## src/rtl/rotate_left32_pipe_pkg.sv

```systemverilog
// Shared constants and the per-stage conditional rotate used by every
// stage of the rotate-left pipeline.
package rotate_left32_pipe_pkg;

  localparam int unsigned DATA_W     = 32;
  localparam int unsigned AMT_W      = 5;
  localparam int unsigned PIPE_DEPTH = 5;

  // Top half of {data, data} << shift is data rotated left by shift (shift < DATA_W).
  function automatic logic [DATA_W-1:0] rotl_stage(
    input logic [DATA_W-1:0] data,
    input logic              enable,
    input int unsigned       shift
  );
    logic [2*DATA_W-1:0] dbl;
    dbl = {data, data} << shift;
    return enable ? dbl[2*DATA_W-1:DATA_W] : data;
  endfunction

endpackage

```

## src/rtl/rotate_left32_pipe_stage.sv

```systemverilog
// One pipeline stage: conditional rotate-left by a fixed SHIFT, selected by
// amt bit STAGE_BIT, plus the valid/data/amt/tag holding register.
module rotl_stage_reg #(
  parameter int unsigned DATA_W    = 32,
  parameter int unsigned AMT_W     = 5,
  parameter int unsigned TAG_W     = 4,
  parameter int unsigned SHIFT     = 1,
  parameter int unsigned STAGE_BIT = 0
) (
  input  logic              clk,
  input  logic              reset_n,
  input  logic              adv,
  input  logic              prev_valid,
  input  logic [DATA_W-1:0] prev_data,
  input  logic [AMT_W-1:0]  prev_amt,
  input  logic [TAG_W-1:0]  prev_tag,
  output logic              valid,
  output logic [DATA_W-1:0] data,
  output logic [AMT_W-1:0]  amt,
  output logic [TAG_W-1:0]  tag
);
  import rotate_left32_pipe_pkg::*;

  logic              valid_q;
  logic [DATA_W-1:0] data_q;
  logic [AMT_W-1:0]  amt_q;
  logic [TAG_W-1:0]  tag_q;

  always_ff @(posedge clk) begin
    if (!reset_n) begin
      valid_q <= 1'b0;
      data_q  <= '0;
      amt_q   <= '0;
      tag_q   <= '0;
    end else if (adv) begin
      valid_q <= prev_valid;
      data_q  <= rotl_stage(prev_data, prev_amt[STAGE_BIT], SHIFT);
      amt_q   <= prev_amt;
      tag_q   <= prev_tag;
    end
  end

  assign valid = valid_q;
  assign data  = data_q;
  assign amt   = amt_q;
  assign tag   = tag_q;

endmodule

```

## src/rtl/rotate_left32_pipe.sv

```systemverilog
// Five-stage pipelined 32-bit rotate-left with valid/ready on both ends and
// a sideband tag that travels alongside each operand.
module rotate_left32_pipe #(
  parameter int unsigned DATA_W = 32,
  parameter int unsigned AMT_W  = 5,
  parameter int unsigned TAG_W  = 4
) (
  input  logic              clk,
  input  logic              reset_n,
  input  logic              in_valid,
  output logic              in_ready,
  input  logic [DATA_W-1:0] a,
  input  logic [AMT_W-1:0]  amt,
  input  logic [TAG_W-1:0]  in_tag,
  output logic              out_valid,
  input  logic              out_ready,
  output logic [DATA_W-1:0] y,
  output logic [TAG_W-1:0]  out_tag
);
  import rotate_left32_pipe_pkg::*;

  if (DATA_W != rotate_left32_pipe_pkg::DATA_W || AMT_W != rotate_left32_pipe_pkg::AMT_W)
  begin : gen_width_check
    $error("rotate_left32_pipe supports only DATA_W = 32 and AMT_W = 5");
  end

  logic              valid_s [PIPE_DEPTH];
  logic [DATA_W-1:0] data_s  [PIPE_DEPTH];
  logic [AMT_W-1:0]  amt_s   [PIPE_DEPTH];
  logic [TAG_W-1:0]  tag_s   [PIPE_DEPTH];
  logic [PIPE_DEPTH-1:0] adv;

  // A stage may load when it is empty or its occupant moves on this cycle,
  // so bubbles are squeezed out while the output is stalled.
  always_comb begin
    adv = '0;
    adv[PIPE_DEPTH-1] = out_ready || !valid_s[PIPE_DEPTH-1];
    for (int k = PIPE_DEPTH - 2; k >= 0; k--) begin
      adv[k] = adv[k+1] || !valid_s[k];
    end
  end

  assign in_ready = adv[0];

  for (genvar k = 0; k < PIPE_DEPTH; k++) begin : gen_stage
    logic              pv;
    logic [DATA_W-1:0] pd;
    logic [AMT_W-1:0]  pa;
    logic [TAG_W-1:0]  pt;

    if (k == 0) begin : gen_head
      assign pv = in_valid && in_ready;
      assign pd = a;
      assign pa = amt;
      assign pt = in_tag;
    end else begin : gen_body
      assign pv = valid_s[k-1];
      assign pd = data_s[k-1];
      assign pa = amt_s[k-1];
      assign pt = tag_s[k-1];
    end

    rotl_stage_reg #(
      .DATA_W   (DATA_W),
      .AMT_W    (AMT_W),
      .TAG_W    (TAG_W),
      .SHIFT    (1 << k),
      .STAGE_BIT(k)
    ) u_stage (
      .clk       (clk),
      .reset_n   (reset_n),
      .adv       (adv[k]),
      .prev_valid(pv),
      .prev_data (pd),
      .prev_amt  (pa),
      .prev_tag  (pt),
      .valid     (valid_s[k]),
      .data      (data_s[k]),
      .amt       (amt_s[k]),
      .tag       (tag_s[k])
    );
  end

  // The amount is fully consumed by the last stage.
  logic [AMT_W-1:0] unused_amt;
  assign unused_amt = amt_s[PIPE_DEPTH-1];

  assign out_valid = valid_s[PIPE_DEPTH-1];
  assign y         = data_s[PIPE_DEPTH-1];
  assign out_tag   = tag_s[PIPE_DEPTH-1];

endmodule

```

## config.mk

```make
export PLATFORM = sky130hd
export DESIGN_NAME = rotate_left32_pipe
export DESIGN_NICKNAME = d
export VERILOG_FILES = /design/src/rtl/rotate_left32_pipe_pkg.sv /design/src/rtl/rotate_left32_pipe_stage.sv /design/src/rtl/rotate_left32_pipe.sv
export SDC_FILE = /design/constraint.sdc
export NUM_CORES = 1
export LEC_CHECK = 0
export CORE_MARGIN = 2
export CORE_UTILIZATION = 58
export DETAILED_ROUTE_END_ITERATION = 10
export GPL_TIMING_DRIVEN = 0
export HOLD_SLACK_MARGIN = 0.08
export PLACE_DENSITY = 0.88
export SKIP_LAST_GASP = 1
export SYNTH_ARGS = -nofsm -noshare
export SYNTH_HDL_FRONTEND = slang
export SYNTH_HIERARCHICAL = 1
export SYNTH_SLANG_ARGS = --single-unit
```

## constraint.sdc

```tcl
create_clock -name clk -period 2.5 [get_ports clk]
set_input_delay 0.5 -clock clk [delete_from_list [all_inputs] [get_ports clk]]
set_output_delay 0.5 -clock clk [all_outputs]
set_load 0.02 [all_outputs]
```

==> impl_results.md <==
* Clock root cell: clkbuf_16
* Layout area overhead at 20.00%
* Clock share of power at 43.2%
* Vias per cell at 5.772
* Clock transition at path regs at 0.07 ns
* Die area at 0.01554 sq mm
* Antenna violations before repair at 0
* CP Launch Type: primary input
* Die width at 124.7 um
* Post-Syn Instances at 833
* VDD IR max at 0.5305 mV
* Clock period minus final worst setup slack at 2.357 ns
* Post-cts sizing count at 1
* Chip height at 124.7 um
* Routed Antenna Nets at 0
* Share of layout cells above drive strength 1 at 11.42%
* Initial core utilization at 58.78%
* RSZ-0062 raised after global routing: no
* Routed len/inst at 17.26 um
* Largest net degree at the start of global routing at 30
* Io pins at 83
* CTS Buf Count at 17
* Reg2Reg Setup Slack at 0.82 ns
* # port buffers at 81
* Cell internal pwr at 5.322 mW
* CP Max Fanout at 4
* Max clock buf depth at 2
* Max Cap Viol at 0
* Achievable Freq at 0.4243 GHz
* Worst Skew at 0.005238 ns
* Placed Area at 0.009487 sq mm
* Critical Path AT at 1.86 ns
* Critical path capture point type: output port
* Fin nets at 978
* Row cnt at 44
* Synth Cell Area at 0.008446 sq mm
* Hold buffers post-CTS at 0
* Final Slew Violations at 0
* Grt ovf at 0
* Vias at 6522
* Sw frac at 22.33%
* NetSw at 1.530 mW
* Post-DP HPWL at 13.57 mm
* H-tree depth at 4
* Hold Vio Cnt, Final at 0
* Crit path required time at 2.00 ns
* HP Class: primary input to flop
* Period utilisation layout at 94.27%
* Seq pwr share at 48.7%
* First-pass GRT wire length at 32.65 mm
* Status: completed
* Pre-antenna DRT Iters at 5
* Hold_ws at 0.4591 ns
* Synth Net Count at 878
* Util after Layout at 70.53%
* DR iter-0 viols at 463
* GRT Total Usage at 25.75%
* # clock sinks at 195
* Setup TNS at 0 ns
* Avg Cell Area, Syn at 10.14 sq um
* Worst-Skew Late Latency at 0.43 ns
* Total core area at 0.01437 sq mm
* TritonCTS clock tree: yes
* Total wire length at 19.51 mm
* Post-route DRC violation count at 0
* Placer's final routability congestion estimate at 0.8648
* Comb power frac at 8.1%
* P per Cell Area at 676.1 mW/mm^2
* YS warnings at 6
* Relative slew margins at 15.13%
* Lkg Pwr at 3.898 nW
* Design area at 0.01013 sq mm
* Setup CP Type: primary input to output port
* Post-CTS setup buffers at 0
* Pin slew with the least headroom to its limit at 1.269 ns
* Antenna diodes at 0
* Vias in the first global route at 6478
* Final setup violation count at 0
[critical path, cell delays in order]
cell	delay (ns)
clkdlybuf4s50_1	0.46
and4b_4	0.38
nand3_1	0.15
dlygate4sd2_1	0.36
[path summary, 6_finish.rpt]
check,startpoint,to,depth (start not counted)
worst max-delay path,out_ready,in_ready,4
worst min-delay path,amt[0],gen_stage[0].u_stage/data[30],3
worst max register to register,gen_stage[4].u_stage/valid,gen_stage[0].u_stage/data[7],6
worst min register to register,gen_stage[4].u_stage/data[6],gen_stage[4].u_stage/data[6],2
[metrics by stage]
step                worst slack, ns  cells  total power [mW]
finish                       0.1433   1130             6.852
global route                 0.1036   1130             7.096
CTS                          0.1498   1130             6.879
detailed placement         -0.08726   1098             3.939
global placement           -0.05101   1098             3.919
floorplan                    0.7427    833             3.733
[power by group through the flow]
stage	clock (mW)	sequential [mW]	combinational, mW
floorplan	0	3.38	0.357
global placement	0	3.40	0.523
detailed placement	0	3.40	0.535
CTS	2.99	3.34	0.549
global route	3.14	3.35	0.604
finish	2.96	3.34	0.552
[routing by layer]
layer	vias to the layer above	track usage (%)	routed length, um
met5	-	0	0
met4	0	9.914	423
met3	35	4.596	888
met2	211	44.91	9809
met1	3073	31.65	8387
li1	3203	-	-
[layout by cell type (no fill, tap or decap), types with 2 or more instances in the layout]
master / n
nor2b_1: 35
buf_4: 15
clkdlybuf4s50_1: 80
buf_6: 10
clkinv_4: 4
inv_1: 2
bufinv_16: 5
a21oi_1: 160
dfxtp_1: 195
o21ai_1: 55
mux2i_1: 195
buf_12: 15
clkbuf_1: 5
clkinv_2: 5
clkbuf_16: 17
o21ai_0: 105
buf_2: 35
[state kept, by name, indices dropped and copies added, names as in the netlist]
| name | cells |
|---|---|
| gen_stage.u_stage/tag | 20 |
| gen_stage.u_stage/amt | 10 |
| gen_stage.u_stage/data | 160 |
| gen_stage.u_stage/valid | 5 |
[layout make-up]
| cell class | count | area, sq um |
|---|---|---|
| timing repair buffer | 81 | 809.5 |
| inverter | 2 | 7.507 |
| multi-input combinational | 556 | 3815 |
| clock inverter | 14 | 210.2 |
| tap | 184 | 230.2 |
| sequential | 195 | 3904 |
| fill | 1026 | 4234 |
| clock buffer | 18 | 439.2 |
| buffer | 80 | 719.4 |
(Power assumes the default switching activity.)
